## src/rtl/fifo_pkg.sv

```systemverilog
// Definitions shared by the byte FIFO, its write-side producer and the read-side serializer.
package fifo_pkg;

    localparam int FIFO_DATA_W = 8;
    localparam int FIFO_DEPTH  = 16;

    typedef enum logic [2:0] {
        IDLE  = 3'd0,
        POP   = 3'd1,
        CAP   = 3'd2,
        START = 3'd3,
        DATA  = 3'd4,
        STOP  = 3'd5
    } ser_state_t;

endpackage

```

## src/rtl/bit_tick_gen.sv

```systemverilog
// Serial bit-period divider: one-cycle tick on the last clock of every bit period.
module bit_tick_gen #(
    parameter int CLKS_PER_BIT = 4
) (
    input  logic clk,
    input  logic rst,
    input  logic clr_i,
    output logic tick_o
);

    localparam int CW = $clog2(CLKS_PER_BIT + 1);
    localparam logic [CW-1:0] LAST = CW'(CLKS_PER_BIT - 1);

    logic [CW-1:0] cnt_q;
    logic [CW-1:0] cnt_d;

    always_comb begin
        cnt_d = cnt_q + CW'(1);
        if (clr_i || (cnt_q == LAST)) begin
            cnt_d = '0;
        end
    end

    always_ff @(posedge clk or posedge rst) begin
        if (rst) begin
            cnt_q <= '0;
        end else begin
            cnt_q <= cnt_d;
        end
    end

    assign tick_o = !clr_i && (cnt_q == LAST);

endmodule

```

## src/rtl/fifo_rd_serializer.sv

```systemverilog
// Pops bytes from the FIFO read port and shifts them out LSB first with start/stop framing.
module fifo_rd_serializer
    import fifo_pkg::*;
#(
    parameter int DATA_W       = FIFO_DATA_W,
    parameter int CLKS_PER_BIT = 4,
    parameter int STOP_BITS    = 1
) (
    input  logic              clk,
    input  logic              rst,
    input  logic              en,
    input  logic              nostock,
    input  logic [DATA_W-1:0] dout,
    output logic              rd,
    output logic              txd,
    output logic              busy,
    output logic [15:0]       frame_cnt,
    output logic [2:0]        dbg_state
);

    localparam int BW = $clog2(DATA_W + 1);

    ser_state_t        state_q, state_d;
    logic [BW-1:0]     bit_cnt_q, bit_cnt_d;
    logic [DATA_W-1:0] shreg_q, shreg_d;
    logic [15:0]       frame_cnt_q, frame_cnt_d;
    logic              rd_q, rd_d;
    logic              txd_q, txd_d;
    logic              busy_q, busy_d;
    logic              tick;
    logic              tick_clr;

    // FIFO read contract: rd is a one-cycle pop issued only while nostock is low;
    // dout holds the popped byte in the cycle after rd, so it is captured in CAP.
    assign tick_clr = (state_q == IDLE) || (state_q == POP) || (state_q == CAP);

    bit_tick_gen #(
        .CLKS_PER_BIT(CLKS_PER_BIT)
    ) u_tick (
        .clk   (clk),
        .rst   (rst),
        .clr_i (tick_clr),
        .tick_o(tick)
    );

    always_ff @(posedge clk or posedge rst) begin
        if (rst) begin
            state_q     <= IDLE;
            bit_cnt_q   <= '0;
            shreg_q     <= '0;
            frame_cnt_q <= '0;
            rd_q        <= 1'b0;
            txd_q       <= 1'b1;
            busy_q      <= 1'b0;
        end else begin
            state_q     <= state_d;
            bit_cnt_q   <= bit_cnt_d;
            shreg_q     <= shreg_d;
            frame_cnt_q <= frame_cnt_d;
            rd_q        <= rd_d;
            txd_q       <= txd_d;
            busy_q      <= busy_d;
        end
    end

    always_comb begin
        state_d     = state_q;
        bit_cnt_d   = bit_cnt_q;
        shreg_d     = shreg_q;
        frame_cnt_d = frame_cnt_q;
        case (state_q)
            IDLE: if (en && !nostock) state_d = POP;
            POP:  state_d = CAP;
            CAP: begin
                shreg_d   = dout;
                bit_cnt_d = '0;
                state_d   = START;
            end
            START: if (tick) begin
                bit_cnt_d = '0;
                state_d   = DATA;
            end
            DATA: if (tick) begin
                shreg_d = shreg_q >> 1;
                if (bit_cnt_q == BW'(DATA_W - 1)) begin
                    bit_cnt_d = '0;
                    state_d   = STOP;
                end else begin
                    bit_cnt_d = bit_cnt_q + BW'(1);
                end
            end
            STOP: if (tick) begin
                // bit_cnt counts stop bits here; the last one closes the frame.
                if (bit_cnt_q == BW'(STOP_BITS - 1)) begin
                    frame_cnt_d = frame_cnt_q + 16'd1;
                    bit_cnt_d   = '0;
                    state_d     = (en && !nostock) ? POP : IDLE;
                end else begin
                    bit_cnt_d = bit_cnt_q + BW'(1);
                end
            end
            default: state_d = IDLE;
        endcase
    end

    // Outputs are decoded from the next state so they register in step with it.
    always_comb begin
        rd_d   = (state_d == POP);
        busy_d = (state_d != IDLE);
        txd_d  = 1'b1;
        if (state_d == START) begin
            txd_d = 1'b0;
        end else if (state_d == DATA) begin
            txd_d = shreg_d[0];
        end
    end

    assign rd        = rd_q;
    assign txd       = txd_q;
    assign busy      = busy_q;
    assign frame_cnt = frame_cnt_q;
    assign dbg_state = state_q;

endmodule

```

## config.mk

```make
export PLATFORM = sky130hd
export DESIGN_NAME = fifo_rd_serializer
export DESIGN_NICKNAME = d
export VERILOG_FILES = /design/src/rtl/fifo_pkg.sv /design/src/rtl/bit_tick_gen.sv /design/src/rtl/fifo_rd_serializer.sv
export SDC_FILE = /design/constraint.sdc
export NUM_CORES = 1
export LEC_CHECK = 0
export CORE_UTILIZATION = 51
export CTS_CLUSTER_SIZE = 10
export DETAILED_ROUTE_END_ITERATION = 16
export PLACE_DENSITY = 0.78
export SKIP_LAST_GASP = 1
export SYNTH_ARGS = -nofsm -noshare
export SYNTH_HDL_FRONTEND = slang
export SYNTH_HIERARCHICAL = 1
export SYNTH_SLANG_ARGS = --single-unit
```

## constraint.sdc

```tcl
create_clock -name clk -period 2.68 [get_ports clk]
set_input_delay 0.67 -clock clk [delete_from_list [all_inputs] [get_ports clk]]
set_output_delay 0.67 -clock clk [all_outputs]
set_load 0.05 [all_outputs]
```

==> flow_metrics.py, run 1 <==
metrics = {
    "run_status": {
        "status": "completed",
    },
    "place": {
        "io_buffers": 33,
        "dp_hpwl_microns": 2640,
        "dp_cells": 250,
        "dp_slack_ps": 423,
        "place_congestion": 0.866,
    },
    "route": {
        "detail_route.wirelength_microns": 3580,
        "vias_per_cell": 5.43,
        "drtIter0Drc": 60,
        "vias": 1402,
        "firstDrtPassIters": 4,
        "wire_per_inst_microns": 13.9,
        "ant_nets": 0,
        "drc": 0,
    },
    "grt": {
        "grt_pass1_wl_microns": 6180,
        "grt-ovfl-total": 0,
        "grt_usage_pct": 20.6,
        "grt_max_degree": 35,
        "grt_pass1_vias": 1322,
        "antenna_found_initial": 0,
    },
    "clock_tree": {
        "clockBufferDepth": 2,
        "cts_tree": "built",
        "htreeDepth": 2,
        "path_clk_slew_ps": 110,
        "ctsRootBufferMaster": "clkbuf_4",
        "ctsHoldBuffers": 0,
        "cts_resized": 0,
        "clock-sinks": 37,
        "cts_setup_buffers": 0,
        "cts_buffers": 5,
        "worstSkewPairLatency_ps": 340,
    },
    "setup_path": {
        "critical_path.cell_chain": "clkdlybuf4s50_1",
        "crit_slowest_cell": "clkdlybuf4s50_1",
        "end_kind": "output pin",
        "worst-path-max-fanout": 15,
        "critical_path_required_ps": 2010,
        "worstSetupPathType": "flop to output pin",
        "cp-start-kind": "flop",
        "crit_path_max_incr_delay_ps": 890,
        "path_buf_inv": 1,
        "cp.arrival_ps": 1870,
        "path_delay_family": "buffers and inverters",
    },
    "timing": {
        "finalSetupViolations": 0,
        "period_share_pct": 94.8,
        "maxSlewHeadroom_pct": 59.8,
        "layout_setup_ws_ps": 139,
        "fin_skew_ps": 5.74,
        "holdWs_ps": 456,
        "fmax_ghz": 0.394,
        "min_period_ps": 2540,
        "setup_tns_ps": 0,
        "hold_viol": 0,
        "worst_slew_pin_slew_ps": 601,
        "rsz0062_at_grt": "no",
        "final_max_slew_viol_count": 0,
    },
    "logic_synthesis": {
        "synth_top_area_share_pct": 48.8,
        "synth_cell_types": 40,
        "syn_nets": 192,
        "syn_inst": 175,
        "synth_warnings": 6,
        "avgSynthCellArea_sq_um": 10.6,
        "yosysTopAreaCell": "dfrtp_1",
        "synth-seq-cells": 37,
        "synth_area_sq_um": 1850,
        "synth_area_leaders": "dfrtp_1 (49%), xnor2_1 (4.7%), ha_1 (3.4%)",
        "synth_seq_area_share_pct": 50.2,
    },
    "die": {
        "pin_count": 34,
        "die_x_microns": 62.2,
        "core_area_sq_um": 3390,
        "die_h_microns": 62.2,
        "start_util_pct": 54.5,
        "die_area_sq_um": 3870,
        "rows": 21,
    },
    "power_and_ir_drop": {
        "leakage_nw": 1.03,
        "p_per_area_nw_per_um2": 721,
        "peakVddDrop_v": 0.000450,
        "power.total_w": 0.00165,
    },
    "finish": {
        "synthToLayoutAreaGrowth_pct": 23.9,
        "num_antenna_cells": 0,
        "multiInputGateArea_sq_um": 837,
        "fill_cells": 264,
        "fin_nets": 228,
        "drive_gt1_share_pct": 10.8,
        "regArea_sq_um": 927,
        "stdcell_count": 258,
    },
    "worst_hold_path": {
        "hold_class": "flop to flop",
    },
    "flow_run": {
        "maxCapViolations": 0,
    },
}
kinds of logic (layout without fill, tap and decap cells):
logic type      count (synthesis)  after routing  synth area share (%)
buf+inv                        20             57                  4.47
flops                          37             37                  50.2
compound gates                 39             39                  15.2
simple gates                   58             58                  19.2
xor+xnor                       16             16                  7.59
fa+ha+maj                       5              5                  3.39
path summary, 6_finish.rpt:
check	depth (start not counted)	from	slack (ps)	endpoint
worst max-delay path	1	dbg_state[2]$_DFF_PP0_	140	dbg_state[2]
worst min-delay path	1	u_tick/cnt_q[0]$_DFF_PP0_	460	u_tick/cnt_q[0]$_DFF_PP0_
worst max register to register	6	dbg_state[2]$_DFF_PP0_	410	frame_cnt[14]$_DFFE_PP0P_
worst min register to register	1	u_tick/cnt_q[0]$_DFF_PP0_	460	u_tick/cnt_q[0]$_DFF_PP0_
max in group asynchronous	3	rst	1580	txd$_DFF_PP1_
min in group asynchronous	2	rst	520	u_tick/cnt_q[1]$_DFF_PP0_
state kept, by name, summed over array words and instances (netlist names):
register	count
frame_cnt	16
shreg_q	8
dbg_state	3
busy	1
rd	1
bit_cnt_q	4
txd	1
u_tick/cnt_q	3
cells in the final DEF, fill, tap and decap left out, drive strengths merged, types with 3 or more instances in the layout:
| master | instances |
|---|---|
| dfrtp | 36 |
| clkdlybuf4s50 | 33 |
| nand2 | 16 |
| inv | 13 |
| xnor2 | 10 |
| o21ai | 9 |
| nor2 | 8 |
| a21o | 8 |
| a22o | 7 |
| xor2 | 6 |
| clkbuf | 6 |
| nor3 | 6 |
| a21oi | 5 |
| nand3 | 5 |
| ha | 5 |
| and3 | 4 |
| nand4 | 4 |
| nand2b | 3 |
| buf | 3 |
| nor3b | 3 |
synth_stat cells:
library cell,instances
o21bai_1,1
nor4_2,1
nor3_1,4
a2bb2oi_1,1
a2111oi_2,1
a221oi_1,1
inv_1,13
xnor2_1,10
nand4_1,4
nand4b_1,1
clkbuf_1,3
or2_2,1
o211ai_1,1
nand3b_2,1
xor2_1,6
nand2b_1,3
nand2_1,16
dfrtp_1,36
a22o_1,7
buf_4,1
o21ai_0,9
a31o_2,1
dfstp_2,1
o2111ai_1,1
nand3b_1,1
nor3_2,2
a21oi_1,5
buf_2,3
nor3b_2,2
a41oi_1,1
nor3b_1,1
nor2b_1,2
nand4bb_4,1
nand3_1,5
a211oi_1,2
ha_1,5
or4_4,1
and3_1,4
a21o_1,8
nor2_1,8
through the flow:
step,instance area [sq um],utilization (%)
final,2290,67.5
after global routing,2290,67.5
after CTS,2290,67.5
after detailed placement,2220,65.6
after global placement,2220,65.6
after floorplan,1850,-
cell type report:
| type | count | area share [%] |
|---|---|---|
| sequential | 37 | 40.5 |
| multi-input combinational | 118 | 36.6 |
| timing repair buffer | 36 | 15.4 |
| tap | 46 | 2.52 |
| clock buffer | 6 | 2.24 |
| inverter | 13 | 2.13 |
| clock inverter | 2 | 0.601 |
power by group:
| part | switching (W) | internal, W |
|---|---|---|
| logic | 0.000351 | 0.000255 |
| clock network | 0.000187 | 0.000128 |
| registers | 0.0000742 | 0.000656 |
per-layer routing:
layer / vias up / part of all wire [%] / global-route usage, %
li1: 682 / - / -
met1: 669 / 43 / 25.2
met2: 45 / 51 / 34.9
met3: 6 / 4.3 / 6.07
met4: 0 / 1.1 / 6.40
met5: - / 0 / 0
Power figures use the tool's default switching activity.
==> inputs of run 2 (changes only) <==
CORE_UTILIZATION = 46   (was 51)
PLACE_DENSITY = 0.72   (was 0.78)
SYNTH_HIERARCHICAL = unset   (was 1)
==> flow_metrics.py, run 2 <==
metrics = {
    "setup_path": {
        "reg2regPathDepth": 7,
        "reg2reg_to": "frame_cnt[15]$_DFFE_PP0P_",
        "reg2reg_slack_ps": 510,
        "worstReg2RegStart": "u_tick.cnt_q[0]$_DFF_PP0_",
        "crit_slowest_cell": "clkdlybuf4s50_1",
        "worstSetupEndpoint": "dbg_state[2]",
        "end_kind": "output pin",
        "worst-path-max-fanout": 13,
        "cp-startpoint": "dbg_state[2]$_DFF_PP0_",
        "path_depth": 1,
        "worstSetupPathType": "flop to output pin",
        "crit_path_max_incr_delay_ps": 880,
        "cp.arrival_ps": 1730,
        "cp-start-kind": "flop",
        "critical_path_required_ps": 2010,
        "path_delay_family": "buffers and inverters",
        "critical_path.cell_chain": "clkdlybuf4s50_1",
        "path_buf_inv": 1,
    },
    "logic_synthesis": {
        "synth_cell_types": 46,
        "synth_common_cells": "dfrtp_1 (36), nand2_1 (26), xnor2_1 (11)",
        "synth.most_common_cell": "dfrtp_1",
        "avgSynthCellArea_sq_um": 10.4,
        "synth_top_area_share_pct": 49.2,
        "synth_area_leaders": "dfrtp_1 (49%), nand2_1 (5.3%), xnor2_1 (5.3%)",
        "yosysTopAreaCell": "dfrtp_1",
        "synth_seq_area_share_pct": 50.7,
        "syn_nets": 193,
        "synth_flop_cell": "dfrtp_1",
        "synth_warnings": 0,
        "synthArstFlopShare_pct": 100,
        "synth-seq-cells": 37,
        "synth_edf_count": 0,
        "synth_area_sq_um": 1830,
        "syn_inst": 176,
    },
    "clock_tree": {
        "htreeDepth": 2,
        "cts_setup_buffers": 0,
        "cts_buffers": 5,
        "ctsHoldBuffers": 0,
        "ctsRootBufferMaster": "clkbuf_8",
        "cts_resized": 0,
        "clockBufferDepth": 2,
        "cts_tree": "built",
        "clock-sinks": 37,
        "path_clk_slew_ps": 70,
        "worstSkewPairLatency_ps": 290,
    },
    "grt": {
        "grt_usage_pct": 19.7,
        "grt_pass1_wl_microns": 6290,
        "grt_pass1_vias": 1398,
        "antenna_found_initial": 0,
        "grt_max_degree": 19,
        "grt-ovfl-total": 0,
    },
    "power_and_ir_drop": {
        "netSwitchingFraction_pct": 36.5,
        "p_per_area_nw_per_um2": 768,
        "pwr-share-seq_pct": 42.8,
        "leakage_nw": 1.04,
        "p_comb_share_pct": 34.8,
        "p_int_w": 0.00112,
        "p_clk_share_pct": 22.3,
        "peakVddDrop_v": 0.000387,
        "power.total_w": 0.00177,
        "switchingPower_w": 0.000646,
    },
    "timing": {
        "final_max_slew_viol_count": 0,
        "hold_viol": 0,
        "setup_tns_ps": 0,
        "fin_skew_ps": 7.62,
        "maxSlewHeadroom_pct": 57.0,
        "period_share_pct": 89.4,
        "holdWs_ps": 470,
        "fmax_ghz": 0.418,
        "rsz0062_at_grt": "no",
        "worst_slew_pin_slew_ps": 644,
        "finalSetupViolations": 0,
        "min_period_ps": 2400,
    },
    "finish": {
        "final_common_cell": "dfrtp_1",
        "mostFrequentLayoutCells": "dfrtp_1 (36), clkdlybuf4s50_1 (33), nand2_1 (26), xnor2_1 (11), nand3_1 (10)",
        "num_antenna_cells": 0,
        "fin_nets": 229,
        "drive_gt1_share_pct": 9.39,
        "stdcell_count": 261,
        "synthToLayoutAreaGrowth_pct": 25.9,
        "fill_cells": 315,
        "final_util_pct": 61.5,
        "largest_register_ffs": 16,
    },
    "die": {
        "die_area_sq_um": 4230,
        "core_area_sq_um": 3740,
        "start_util_pct": 48.9,
        "die_x_microns": 65.1,
        "die_h_microns": 65.1,
        "pin_count": 34,
        "rows": 22,
    },
    "route": {
        "wire_per_inst_microns": 13.9,
        "vias": 1439,
        "drc": 0,
        "ant_nets": 0,
        "vias_per_cell": 5.51,
        "detail_route.wirelength_microns": 3620,
        "firstDrtPassIters": 4,
        "drtIter0Drc": 70,
    },
    "place": {
        "place_congestion": 0.827,
        "dp_hpwl_microns": 2700,
        "dp_cells": 253,
        "io_buffers": 33,
    },
    "worst_hold_path": {
        "hold_class": "flop to flop",
    },
    "run_status": {
        "status": "completed",
    },
    "flow_run": {
        "maxCapViolations": 0,
    },
}
run 2: cell count changes in the layout (fill, tap and decap cells not counted), moves of 5 or more:
cell and change:
inv_1 -6, a21o_1 -7, nand2_1 +10, o21ai_0 -5
a22oi_1 +6, nand3_1 +5, clkbuf_4 -5, a22o_1 -6
clkbuf_8 +5
run 2: final cells by class:
cell class / instances / area, sq um / area share (%)
Sequential cell: 37 / 927 / 40.2
Multi-Input combinational cell: 125 / 835 / 36.2
Timing Repair Buffer: 36 / 365 / 15.9
Inverter: 7 / 26.3 / 1.14
Tap cell: 48 / 60.1 / 2.61
Clock buffer: 8 / 90.1 / 3.91
run 2: routing by layer:
layer	vias up	wire length, microns	track usage, %
li1	683	-	-
met1	718	1610	23.9
met2	34	1820	33.3
met3	4	157	5.81
met4	0	31	6.52
met5	-	0	0
run 2: logic make-up after synthesis:
| family | Yosys count | synth area share (%) |
|---|---|---|
| AOI/OAI and AO/OA | 24 | 8.89 |
| xor gates and xnor gates | 15 | 7.18 |
| adders and majority gates | 5 | 3.42 |
| buffers and inverters | 14 | 3.69 |
| DFF | 37 | 50.7 |
| muxes | 1 | 0.616 |
| and+or+nand+nor | 80 | 25.5 |
run 2: metrics by stage:
stage	setup slack [ps]	cell area [sq um]
3_5_place_dp	497	2210
5_1_grt	189	2300
6_report	285	2300
3_3_place_gp	539	2210
2_1_floorplan	760	1830
4_1_cts	262	2300
run 2: how the worst min path moves through the flow:
stage | depth (start not counted) | slack, ps | to | startpoint
after floorplan | 1 | 410 | u_tick.cnt_q[0]$_DFF_PP0_ | u_tick.cnt_q[0]$_DFF_PP0_
final | 1 | 470 | frame_cnt[15]$_DFFE_PP0P_ | frame_cnt[15]$_DFFE_PP0P_
after global routing | 1 | 500 | u_tick.cnt_q[0]$_DFF_PP0_ | u_tick.cnt_q[0]$_DFF_PP0_
after CTS | 1 | 460 | u_tick.cnt_q[0]$_DFF_PP0_ | u_tick.cnt_q[0]$_DFF_PP0_
after global placement | 1 | 420 | u_tick.cnt_q[0]$_DFF_PP0_ | u_tick.cnt_q[0]$_DFF_PP0_
after detailed placement | 1 | 440 | u_tick.cnt_q[0]$_DFF_PP0_ | u_tick.cnt_q[0]$_DFF_PP0_
run 2: power by group through the flow:
stage | combinational (W) | sequential, W | clock, W
floorplan | 0.000355 | 0.000854 | 0
global placement | 0.000590 | 0.000763 | 0
detailed placement | 0.000616 | 0.000766 | 0
CTS | 0.000617 | 0.000759 | 0.000411
global route | 0.000677 | 0.000775 | 0.000436
finish | 0.000616 | 0.000758 | 0.000395
